--- config.mk ---
export PLATFORM = sky130hd
export DESIGN_NAME = instruction_loader_flat
export DESIGN_NICKNAME = d
export VERILOG_FILES = /design/src/rtl/instruction_loader_if.sv /design/src/rtl/instruction_loader.sv /design/src/flat_wrapper.sv
export SDC_FILE = /design/constraint.sdc
export NUM_CORES = 1
export LEC_CHECK = 0
export CAP_MARGIN = 10
export CORE_MARGIN = 3
export CORE_UTILIZATION = 49
export CTS_CLUSTER_DIAMETER = 100
export DETAILED_ROUTE_END_ITERATION = 8
export GPL_ROUTABILITY_DRIVEN = 0
export PLACE_DENSITY_LB_ADDON = 0.1
export SLEW_MARGIN = 40
export SYNTH_ARGS = -nofsm -noshare
export SYNTH_HDL_FRONTEND = slang
export SYNTH_SLANG_ARGS = --single-unit
--- constraint.sdc ---
create_clock -name i_clk -period 2.9 [get_ports i_clk]
set_input_delay 0.58 -clock i_clk [delete_from_list [all_inputs] [get_ports i_clk]]
set_output_delay 0.58 -clock i_clk [all_outputs]
set_load 0.1 [all_outputs]
--- src/rtl/instruction_loader_if.sv ---
// Byte-stream in / instruction-memory write port out, grouped for the instruction loader.
interface instruction_loader_if #(
  parameter int NBITS = 32
);
  logic             i_start;
  logic [7:0]       i_byte;
  logic             i_byte_valid;
  logic             o_ready;
  logic             o_wr_en;
  logic [NBITS-1:0] o_wr_addr;
  logic [NBITS-1:0] o_wr_data;
  logic             o_busy;
  logic             o_done;
  logic             o_overflow;

  modport master (
    output i_start, i_byte, i_byte_valid,
    input  o_ready, o_wr_en, o_wr_addr, o_wr_data, o_busy, o_done, o_overflow
  );

  modport slave (
    input  i_start, i_byte, i_byte_valid,
    output o_ready, o_wr_en, o_wr_addr, o_wr_data, o_busy, o_done, o_overflow
  );
endinterface

--- src/rtl/instruction_loader.sv ---
// Packs an MSB-first byte stream into words and writes one word per cycle-after-4th-byte
// at byte addresses 0,4,8,...; stops on HALT_WORD or when the memory is full.
module instruction_loader #(
  parameter int               NBITS     = 32,
  parameter int               CELDAS    = 60,
  parameter logic [NBITS-1:0] HALT_WORD = 32'hFFFFFFFF
) (
  input logic                 i_clk,
  input logic                 i_reset,
  instruction_loader_if.slave bus
);

  typedef enum logic [1:0] {IDLE, RECV, WRITE, DONE} state_t;

  localparam logic [NBITS-1:0] LAST_ADDR = NBITS'(CELDAS - 4);

  state_t           state_q, state_d;
  logic [NBITS-1:0] addr_q, addr_d;
  logic [NBITS-1:0] word_q, word_d;
  logic [1:0]       cnt_q, cnt_d;
  logic             done_q, done_d;
  logic             ovf_q, ovf_d;

  logic ready;
  logic accept;
  logic is_halt;
  logic is_full;

  always_ff @(posedge i_clk) begin
    if (i_reset) begin
      state_q <= IDLE;
      addr_q  <= '0;
      word_q  <= '0;
      cnt_q   <= '0;
      done_q  <= 1'b0;
      ovf_q   <= 1'b0;
    end else begin
      state_q <= state_d;
      addr_q  <= addr_d;
      word_q  <= word_d;
      cnt_q   <= cnt_d;
      done_q  <= done_d;
      ovf_q   <= ovf_d;
    end
  end

  always_comb begin
    state_d = state_q;
    addr_d  = addr_q;
    word_d  = word_q;
    cnt_d   = cnt_q;
    done_d  = done_q;
    ovf_d   = ovf_q;

    is_halt = (word_q == HALT_WORD);
    is_full = (addr_q == LAST_ADDR);

    // Dropping ready in a finishing WRITE keeps a trailing byte from being swallowed.
    case (state_q)
      RECV:    ready = 1'b1;
      WRITE:   ready = !(is_halt || is_full);
      default: ready = 1'b0;
    endcase
    accept = ready && bus.i_byte_valid;

    if (accept) begin
      word_d = {word_q[NBITS-9:0], bus.i_byte};
      cnt_d  = cnt_q + 2'd1;
    end

    case (state_q)
      IDLE, DONE: begin
        if (bus.i_start) begin
          state_d = RECV;
          addr_d  = '0;
          cnt_d   = '0;
          done_d  = 1'b0;
          ovf_d   = 1'b0;
        end
      end
      RECV: begin
        if (accept && cnt_q == 2'd3) state_d = WRITE;
      end
      WRITE: begin
        if (is_halt || is_full) begin
          state_d = DONE;
          done_d  = 1'b1;
          ovf_d   = !is_halt;
        end else begin
          state_d = RECV;
          addr_d  = addr_q + NBITS'(4);
        end
      end
      default: state_d = IDLE;
    endcase
  end

  assign bus.o_ready    = ready;
  assign bus.o_wr_en    = (state_q == WRITE);
  assign bus.o_wr_addr  = addr_q;
  assign bus.o_wr_data  = word_q;
  assign bus.o_busy     = (state_q == RECV) || (state_q == WRITE);
  assign bus.o_done     = done_q;
  assign bus.o_overflow = ovf_q;

endmodule

--- src/flat_wrapper.sv ---
// flat-port wrapper written by rule: the top's interface ports become plain ports
module instruction_loader_flat 
#(
  parameter int               NBITS     = 32,
  parameter int               CELDAS    = 60,
  parameter logic [NBITS-1:0] HALT_WORD = 32'hFFFFFFFF
)
  (i_clk, i_reset, bus_i_start, bus_i_byte, bus_i_byte_valid, bus_o_ready, bus_o_wr_en, bus_o_wr_addr, bus_o_wr_data, bus_o_busy, bus_o_done, bus_o_overflow);
  instruction_loader_if #(.NBITS(NBITS)) bus_i ();
  input logic i_clk;
  input logic i_reset;
  input wire logic [$bits(bus_i.i_start)-1:0] bus_i_start;
  input wire logic [$bits(bus_i.i_byte)-1:0] bus_i_byte;
  input wire logic [$bits(bus_i.i_byte_valid)-1:0] bus_i_byte_valid;
  output wire logic [$bits(bus_i.o_ready)-1:0] bus_o_ready;
  output wire logic [$bits(bus_i.o_wr_en)-1:0] bus_o_wr_en;
  output wire logic [$bits(bus_i.o_wr_addr)-1:0] bus_o_wr_addr;
  output wire logic [$bits(bus_i.o_wr_data)-1:0] bus_o_wr_data;
  output wire logic [$bits(bus_i.o_busy)-1:0] bus_o_busy;
  output wire logic [$bits(bus_i.o_done)-1:0] bus_o_done;
  output wire logic [$bits(bus_i.o_overflow)-1:0] bus_o_overflow;
  assign bus_i.i_start = bus_i_start;
  assign bus_i.i_byte = bus_i_byte;
  assign bus_i.i_byte_valid = bus_i_byte_valid;
  assign bus_o_ready = bus_i.o_ready;
  assign bus_o_wr_en = bus_i.o_wr_en;
  assign bus_o_wr_addr = bus_i.o_wr_addr;
  assign bus_o_wr_data = bus_i.o_wr_data;
  assign bus_o_busy = bus_i.o_busy;
  assign bus_o_done = bus_i.o_done;
  assign bus_o_overflow = bus_i.o_overflow;
  instruction_loader #(.NBITS(NBITS), .CELDAS(CELDAS), .HALT_WORD(HALT_WORD)) u_core (.i_clk(i_clk), .i_reset(i_reset), .bus(bus_i));
endmodule
==> reports/metrics.yaml, run 1 <==
outcome: "completed"
startpoint_type: "flop"
rsz0062_at_grt: "false"
postSynth.asyncResetShare_pct: 0
finalSetupViolCount: 0
maxSlewHeadroom_pct: 58.08
setup.worst_path.end_class: "primary output"
multi_input_area_mm2: 0.001734
post-dp-hpwl_mm: 5.568
ys_seq_area_share_pct: 42.42
maxCapViolCount: 0
clk_pin_slew_ns: 0.08
yosys_warnings: 0
p_leak_nw: 1.846
dieArea_mm2: 0.007557
numCtsBuffers: 9
htreeDepth: 3
synth_cells: 351
fin_crit_ns: 2.735
yosys.area.top_type: "dfxtp_1"
fillers: 542
post_cts_resized: 1
drive_above_1_share_pct: 28.24
clock_skew_ns: 0.009908
setup_tns_ns: 0
power_density_mw_per_mm2: 442.5
die_h_um: 86.93
viasPerCell: 5.698
fin_crit_sh_pct: 94.30
dp_cells: 491
p_clk_share_pct: 39.0
syn_avg_cell_area_um2: 9.143
final_common_cell: "buf_4"
cp_max_fo: 8
ir_drop_v: 0.0003850
total_power_w: 0.001812
hold_buffers: 0
p_sw_share_pct: 27.89
grt_remaining_overflow: 0
grtUsageTotal_pct: 21.00
min_path_type: "flop to flop"
pwr-share-seq_pct: 52.1
setup_slack_ns: 0.1654
drt-wirelength-per-cell_um: 15.16
worst_slew_pin_slew_ns: 0.6269
clk_latency_ns: 0.35
nNetsFinal: 444
place_ws_ns: 0.1981
synth_seq_cells: 68
cts_buffer_depth: 2
hold_viol: 0
worstSetupPathType: "flop to primary output"
synthTopCellsByArea: "dfxtp_1 (42%), mux2i_1 (11%), nor2_1 (5.6%)"
ff_latch_area_mm2: 0.001380
crit_required_ns: 2.32
ios: 81
synth-edff-count: 0
die_w_um: 86.93
synth_top_flop_cell: "dfxtp_1"
n_antenna_cell: 0
power.internal_w: 0.001306
netlist_area_mm2: 0.003209
coreArea_mm2: 0.006131
vias: 2889
grt_max_degree: 41
grt_pass1_wl_mm: 12.76
hold_ws_ns: 0.4706
switchingPower_w: 0.0005052
drc: 0
fin_cells: 507
antenna_found_initial: 0
grt_pass1_vias: 2723
final_cell_mix: "buf_4 (70), dfxtp_1 (53), nor2_1 (47), mux2i_1 (36)"
antenna_left: 0
yosysTopAreaCellShare_pct: 42.42
initial_utilization_pct: 52.35
synthDistinctLibCells: 52
syn2layout_area_growth_pct: 27.56
num_rows: 28
drt_pass1_iterations: 4
cp.arrival_ns: 2.15
io_buffers: 78
slew_viol_final: 0
root_buffer: "clkbuf_8"
drt-total-wl_mm: 7.685
clock_sinks: 68
postCtsSetupBuffers: 0
pwr-share-comb_pct: 8.9
initialDrtViolationCount: 155
cts_tree: "yes"
max_freq_ghz: 0.3657
-- final cells by class --
class,count,share of cell area (%)
tap,75,2.292
clock inverter,6,1.192
timing repair buffer,83,16.50
multi-input combinational,256,42.36
sequential,68,33.71
inverter,9,0.8252
clock buffer,10,3.117
-- Yosys cell counts (5+ instances only) --
cell type  count
nor4_1         6
or4_1         13
o31ai_1        8
nor2_1        48
ha_1           5
nand3_1       12
clkbuf_1       6
o21ai_0        7
nand2b_1       5
a21oi_1       20
o211ai_1       7
dfxtp_1       68
mux2i_1       36
buf_6          5
or3_1          5
nand2_1       20
inv_1          9
nand4_1       15
-- cells by family (layout without fill, tap and decap cells) --
logic type	count (synthesis)	count (layout)	share of synthesized area, %
and+or+nand+nor	147	147	25.46
DFF	68	68	42.42
AOI/OAI and AO/OA	60	60	12.24
muxes	36	36	11.23
buffers and inverters	28	108	4.951
xor gates and xnor gates	6	6	1.637
adders and majority gates	5	5	1.949
other	1	2	0.1168
-- layer usage --
metal	part of all wire, %	routed length (µm)	global-route usage (%)
met1	43	3283	26.40
met2	49	3783	33.95
met3	6.9	534	6.906
met4	1.1	83	6.799
met5	0	0	0
-- worst max-delay path: stages, from the launching register on --
cell	delay [ns]
dfxtp_2	0.39
inv_1	0.06
ha_1	0.19
nor4b_1	0.14
and4_4	0.17
a221oi_2	0.41
nor2_1	0.13
nor2_4	0.14
buf_12	0.18
-- registers in the layout, summed over array words and instances, names as in the netlist --
register	flops
u_core.bus.o_wr_data	32
u_core.bus.o_done	1
u_core.state_q	2
u_core.bus.o_overflow	1
u_core.cnt_q	2
u_core.bus.o_wr_addr	30
-- final timing paths --
path,slack (ns),end,depth (start not counted),from
worst min register to register,0.47,u_core.bus.o_overflow,2,u_core.bus.o_overflow
worst max-delay path,0.17,bus_o_ready,8,u_core.bus.o_wr_addr[2]
worst min-delay path,0.47,u_core.bus.o_overflow,2,u_core.bus.o_overflow
worst max register to register,0.47,u_core.bus.o_wr_addr[30],8,u_core.state_q[0]
-- power groups by stage --
stage	combinational, W	sequential (W)	clock [W]
final	0.000162	0.000943	0.000707
after global routing	0.000172	0.000944	0.000759
after CTS	0.000163	0.000943	0.000716
after detailed placement	0.000163	0.000965	0
after global placement	0.000160	0.000965	0
after floorplan	0.0000962	0.000987	0
-- metrics by stage --
stage                     cell area (µm²)  utilization [%]
after floorplan                      3242                -
after global placement               3897            63.57
after detailed placement             3904            63.67
after CTS                            4086            66.65
after global routing                 4094            66.78
final                                4094            66.78
Power figures use the tool's default switching activity.
==> run 2, diff against run 1 <==
--- a/config.mk
+++ b/config.mk
@@ -12,6 +12,7 @@
 export DETAILED_ROUTE_END_ITERATION = 8
 export GPL_ROUTABILITY_DRIVEN = 0
 export PLACE_DENSITY_LB_ADDON = 0.1
+export SETUP_SLACK_MARGIN = 0.3
 export SLEW_MARGIN = 40
 export SYNTH_ARGS = -nofsm -noshare
 export SYNTH_HDL_FRONTEND = slang
==> reports/metrics.yaml, run 2 (same netlist as run 1, synthesis figures left out) <==
ff_latch_area_mm2: 0.001405  # was 0.001380 mm²
worst_slew_pin_slew_ns: 0.6636  # was 0.6269 ns
rsz0062_at_grt: "true"  # was false
cp.arrival_ns: 1.98  # was 2.15 ns
cp_cell_sequence: "inv_1, ha_1, nor4b_1, and4_4, a221oi_4, nor2_1, nor2_4, buf_12"  # was inv_1, ha_1, nor4b_1, and4_4, a221oi_2, nor2_1, nor2_4, buf_12
drc: 0  # unchanged
post-dp-hpwl_mm: 5.579  # was 5.568 mm
grt_max_degree: 41  # unchanged
initial_utilization_pct: 52.35  # unchanged
crit_required_ns: 2.32  # about the same
hold_viol: 0  # unchanged
viasPerCell: 5.820  # was 5.698
clk_pin_slew_ns: 0.07  # was 0.08 ns
multi_input_area_mm2: 0.001765  # was 0.001734 mm²
grtUsageTotal_pct: 21.55  # was 21.00%
clock_sinks: 68  # unchanged
rrSetupSlack_ns: 0.45  # was 0.47 ns
die_h_um: 86.93  # unchanged
slowest_delay_ns: 0.39  # was 0.41 ns
num_rows: 28  # unchanged
largest_register_ffs: 32  # unchanged
min_from: "u_core.state_q[0]"  # was u_core.bus.o_overflow
min_to: "u_core.state_q[0]"  # was u_core.bus.o_overflow
drt_pass1_iterations: 4  # unchanged
grt_pass1_wl_mm: 12.97  # was 12.76 mm
ios: 81  # unchanged
io_buffers: 78  # unchanged
nNetsFinal: 448  # was 444
startpoint_type: "flop"  # unchanged
r2r_end: "u_core.bus.o_wr_addr[26]"  # was u_core.bus.o_wr_addr[30]
initialDrtViolationCount: 118  # was 155
antenna_left: 0  # unchanged
dieArea_mm2: 0.007557  # unchanged
outcome: "completed"  # unchanged
grt_remaining_overflow: 0  # unchanged
min_path_type: "flop to flop"  # unchanged
numCtsBuffers: 9  # unchanged
max_freq_ghz: 0.3911  # was 0.3657 GHz
clock_skew_ns: 0.007754  # was 0.009908 ns
htreeDepth: 3  # unchanged
n_antenna_cell: 0  # unchanged
slew_viol_final: 0  # unchanged
fillers: 507  # was 542
setup.worst_path.end_class: "primary output"  # unchanged
critPathSlowestCell: "dfxtp_4"  # was a221oi_2
grt_pass1_vias: 2774  # was 2723
vias: 2974  # was 2889
syn2layout_area_growth_pct: 33.06  # was 27.56%
hold_buffers: 0  # unchanged
drt-total-wl_mm: 7.933  # was 7.685 mm
ff2ff_path_depth: 8  # unchanged
drive_above_1_share_pct: 33.94  # was 28.24%
cp_max_fo: 8  # unchanged
clk_latency_ns: 0.34  # was 0.35 ns
ir_drop_v: 0.0004128  # was 0.0003850 V
fin_crit_ns: 2.557  # was 2.735 ns
maxSlewHeadroom_pct: 55.62  # was 58.08%
utilization_pct: 69.65  # was 66.78%
r2r-start: "u_core.state_q[0]"  # unchanged
finalSetupViolCount: 0  # unchanged
power_density_mw_per_mm2: 488.6  # was 442.5 mW/mm²
whs_path_depth: 2  # unchanged
final_cell_mix: "buf_4 (74), nor2_1 (47), mux2i_1 (36), dfxtp_1 (35), dfxtp_2 (32)"  # was buf_4 (70), dfxtp_1 (53), nor2_1 (47), mux2i_1 (36)
fin_crit_sh_pct: 88.16  # was 94.30%
setup_tns_ns: 0  # unchanged
die_w_um: 86.93  # unchanged
final_common_cell: "buf_4"  # unchanged
coreArea_mm2: 0.006131  # unchanged
p_leak_nw: 1.949  # was 1.846 nW
worstSetupPathType: "flop to primary output"  # unchanged
root_buffer: "clkbuf_8"  # unchanged
cts_buffer_depth: 2  # unchanged
antenna_found_initial: 0  # unchanged
maxCapViolCount: 0  # unchanged
cts_tree: "yes"  # unchanged
drt-wirelength-per-cell_um: 15.52  # was 15.16 µm
run 2: worst max-delay path by stage:
stage,to,depth (start not counted),from
global placement,u_core.bus.o_wr_addr[30],7,bus_i_start
finish,bus_o_ready,8,u_core.bus.o_wr_addr[2]
detailed placement,u_core.bus.o_wr_addr[31],7,bus_i_start
floorplan,bus_o_ready,5,u_core.bus.o_wr_data[28]
CTS,bus_o_ready,6,u_core.bus.o_wr_data[30]
global route,bus_o_ready,8,u_core.bus.o_wr_addr[2]
run 2: worst max-delay path, delay by kind of cell (launching register included):
kind            cells  cell delay (ns)
compound gates      1             0.28
fa+ha+maj           1             0.18
buf+inv             2             0.23
flops               1             0.39
simple gates        4             0.55
run 2: cell type report:
| class | instances | share of cell area (%) |
|---|---|---|
| clock buffers | 11 | 3.545 |
| repair buffers | 87 | 16.53 |
| well taps | 75 | 2.197 |
| multi-input cells | 256 | 41.34 |
| flip-flops and latches | 68 | 32.90 |
| inverters | 9 | 0.9669 |
| clock inverters | 5 | 2.520 |
run 2: what timing repair did:
| action | CTS | global route |
|---|---|---|
| buffers inserted | 1 | 3 |
| gates resized for setup | 4 | 2 |
| gates cloned | 0 | 0 |
| endpoints found under the setup margin | 1 | 7 |
| pin swaps | 1 | 0 |
run 2: where the power goes:
part / internal (W) / switching, W
Combinational: 0.0000513 / 0.000112
Sequential: 0.000937 / 0.00000513
Clock: 0.000621 / 0.000360
run 2: through the flow:
step	worst slack, ns	std cells	area, µm²	hold WS (ns)	power [W]
4_1_cts	0.3259	508	4242	0.4843	0.002106
3_5_place_dp	0.2018	491	3940	0.4742	0.001127
2_1_floorplan	0.2053	352	3271	0.4536	0.001084
3_3_place_gp	0.2770	491	3926	0.4721	0.001125
6_report	0.3433	511	4270	0.4819	0.002086
5_1_grt	0.2206	511	4270	0.5179	0.002156
run 2: layer usage:
layer / global-route usage, % / part of all wire (%)
met1: 25.06 / 41
met2: 37.20 / 51
met3: 7.947 / 6.8
met4: 5.666 / 1.0
met5: 0 / 0
==> run 3, diff against run 2 <==
--- a/config.mk
+++ b/config.mk
@@ -11,6 +11,8 @@
 export CTS_CLUSTER_DIAMETER = 100
 export DETAILED_ROUTE_END_ITERATION = 8
 export GPL_ROUTABILITY_DRIVEN = 0
+export GPL_TIMING_DRIVEN = 0
+export HOLD_SLACK_MARGIN = 0.08
 export PLACE_DENSITY_LB_ADDON = 0.1
 export SETUP_SLACK_MARGIN = 0.3
 export SLEW_MARGIN = 40
==> reports/metrics.yaml, run 3 (same netlist as run 1, synthesis figures left out) <==
p_leak_nw: 1.975  # was 1.949 nW
crit_buf_inv: 2  # unchanged
cts_tree: "yes"  # unchanged
rrSetupSlack_ns: 0.53  # was 0.45 ns
drt-wirelength-per-cell_um: 15.41  # was 15.52 µm
drt-total-wl_mm: 8.075  # was 7.933 mm
ir_drop_v: 0.0003286  # was 0.0004128 V
whs_path_depth: 2  # unchanged
crit_required_ns: 2.32  # about the same
fin_crit_sh_pct: 86.73  # was 88.16%
die_h_um: 86.93  # unchanged
fin_crit_ns: 2.515  # was 2.557 ns
ff2ff_path_depth: 9  # was 8
clk_latency_ns: 0.34  # about the same
setup_tns_ns: 0  # unchanged
grtUsageTotal_pct: 22.07  # was 21.55%
root_buffer: "clkbuf_8"  # unchanged
cp.arrival_ns: 1.94  # was 1.98 ns
outcome: "completed"  # unchanged
largest_register_ffs: 32  # unchanged
clk_pin_slew_ns: 0.08  # was 0.07 ns
maxCapViolCount: 0  # unchanged
min_to: "u_core.state_q[0]"  # unchanged
die_w_um: 86.93  # unchanged
power_density_mw_per_mm2: 483.3  # was 488.6 mW/mm²
htreeDepth: 3  # unchanged
numCtsBuffers: 9  # unchanged
grt_max_degree: 14  # was 41
viasPerCell: 5.695  # was 5.820
coreArea_mm2: 0.006131  # unchanged
clock_sinks: 68  # unchanged
n_antenna_cell: 0  # unchanged
antenna_left: 0  # unchanged
rsz0062_at_grt: "true"  # unchanged
ios: 81  # unchanged
grt_use_met2_pct: 38.10  # was 37.20%
num_rows: 28  # unchanged
grt_use_met1_pct: 26.05  # was 25.06%
grt_pass1_vias: 2756  # was 2774
drive_above_1_share_pct: 33.85  # was 33.94%
finalSetupViolCount: 0  # unchanged
final_cell_mix: "buf_2 (70), nor2_1 (46), mux2i_1 (36), dfxtp_1 (35), dfxtp_2 (32)"  # was buf_4 (74), nor2_1 (47), mux2i_1 (36), dfxtp_1 (35), dfxtp_2 (32)
io_buffers: 78  # unchanged
cts_buffer_depth: 2  # unchanged
post-dp-hpwl_mm: 5.852  # was 5.579 mm
dieArea_mm2: 0.007557  # unchanged
hold_ws_ns: 0.4862  # was 0.4819 ns
maxSlewHeadroom_pct: 64.26  # was 55.62%
drt_pass1_iterations: 4  # unchanged
setup_slack_ns: 0.3849  # was 0.3433 ns
place_ws_ns: 0.1599  # was 0.2018 ns
final_common_cell: "buf_2"  # was buf_4
min_path_type: "flop to flop"  # unchanged
syn2layout_area_growth_pct: 28.07  # was 33.06%
initialDrtViolationCount: 136  # was 118
max_freq_ghz: 0.3976  # was 0.3911 GHz
nNetsFinal: 461  # was 448
cp_max_fo: 5  # was 8
clock_skew_ns: 0.006547  # was 0.007754 ns
r2r-start: "u_core.state_q[0]"  # unchanged
grt_remaining_overflow: 0  # unchanged
critPathSlowestCell: "dfxtp_4"  # unchanged
antenna_found_initial: 0  # unchanged
cp_cell_sequence: "inv_1, ha_1, nor4b_1, and4_4, a221oi_4, nor2_2, nor2_4, buf_12"  # was inv_1, ha_1, nor4b_1, and4_4, a221oi_4, nor2_1, nor2_4, buf_12
vias: 2984  # was 2974
hold_viol: 0  # unchanged
slowest_delay_ns: 0.37  # was 0.39 ns
initial_utilization_pct: 52.35  # unchanged
slew_viol_final: 0  # unchanged
worstSetupPathType: "flop to primary output"  # unchanged
startpoint_type: "flop"  # unchanged
grt_pass1_wl_mm: 13.14  # was 12.97 mm
grt_use_met3_pct: 5.109  # was 7.947%
grt-busiest-layer: "met2"  # unchanged
min_from: "u_core.state_q[0]"  # unchanged
drc: 0  # unchanged
r2r_end: "u_core.bus.o_wr_addr[28]"  # was u_core.bus.o_wr_addr[26]
dp_cells: 505  # was 491
setup.worst_path.end_class: "primary output"  # unchanged
worst_slew_pin_slew_ns: 0.5362  # was 0.6636 ns
critPathTopFamily: "simple AND/OR/NAND/NOR gates"  # unchanged
fin_cells: 524  # was 511
run 3: changes by cell type in the layout (fill, tap and decap cells not counted), moves of 2 or more:
cell,change
buf_2,+70
buf_4,-68
buf_6,+5
clkbuf_1,+6
clkbuf_8,-2
inv_6,+2
o21ai_4,-2
run 3: final cells by class:
class                      instances  area [µm²]
multi-input combinational        256        1744
buffer                            19       125.1
timing repair buffer              81       483.0
sequential                        68        1405
inverter                           9       37.54
clock buffer                       9       123.9
fill                             523        2021
clock inverter                     7       97.59
tap                               75       93.84
run 3: worst max-delay path by stage:
stage                                         from  cells after the start  slack (ns)                 endpoint
after floorplan           u_core.bus.o_wr_data[28]                      5        0.21              bus_o_ready
after detailed placement               bus_i_start                      6        0.16  u_core.bus.o_wr_addr[5]
final                      u_core.bus.o_wr_addr[2]                      8        0.38              bus_o_ready
after CTS                  u_core.bus.o_wr_addr[2]                      8        0.31              bus_o_ready
after global placement     u_core.bus.o_wr_addr[2]                      8       -0.42              bus_o_ready
after global routing       u_core.bus.o_wr_addr[2]                      8        0.28              bus_o_ready
run 3: routing by layer:
metal	vias to the layer above	routed length, µm
li1	1478	-
met4	0	140
met2	87	4004
met3	15	494
met5	-	0
met1	1404	3435
run 3: worst reg2reg max path, cell delays in order, from the launching register on:
cell	delay, ns
dfxtp_1	0.35
inv_1	0.06
ha_2	0.43
nand2_1	0.14
a21boi_1	0.21
nor2b_1	0.21
o21ai_2	0.10
buf_6	0.15
or4_1	0.50
a21oi_1	0.15
run 3: metrics by stage:
stage	utilization [%]	total power [W]	instance area, µm²
floorplan	-	0.001084	3271
global placement	67.61	0.001128	4145
detailed placement	62.14	0.001124	3810
CTS	66.61	0.002000	4084
global route	67.04	0.002056	4110
finish	67.04	0.001987	4110
run 3: where the power goes:
group	internal, W	switching [W]	total, W
Clock	0.000491	0.000390	0.000880
Sequential	0.000937	0.00000496	0.000941
Combinational	0.0000506	0.000114	0.000165
Total	0.00148	0.000509	0.00199
run 3: repair_timing:
action,CTS,global route
endpoints found under the setup margin,1,11
hold buffers,0,0
pin swaps,0,2
buffers inserted,0,3
gates cloned,0,0
gates resized for setup,9,1
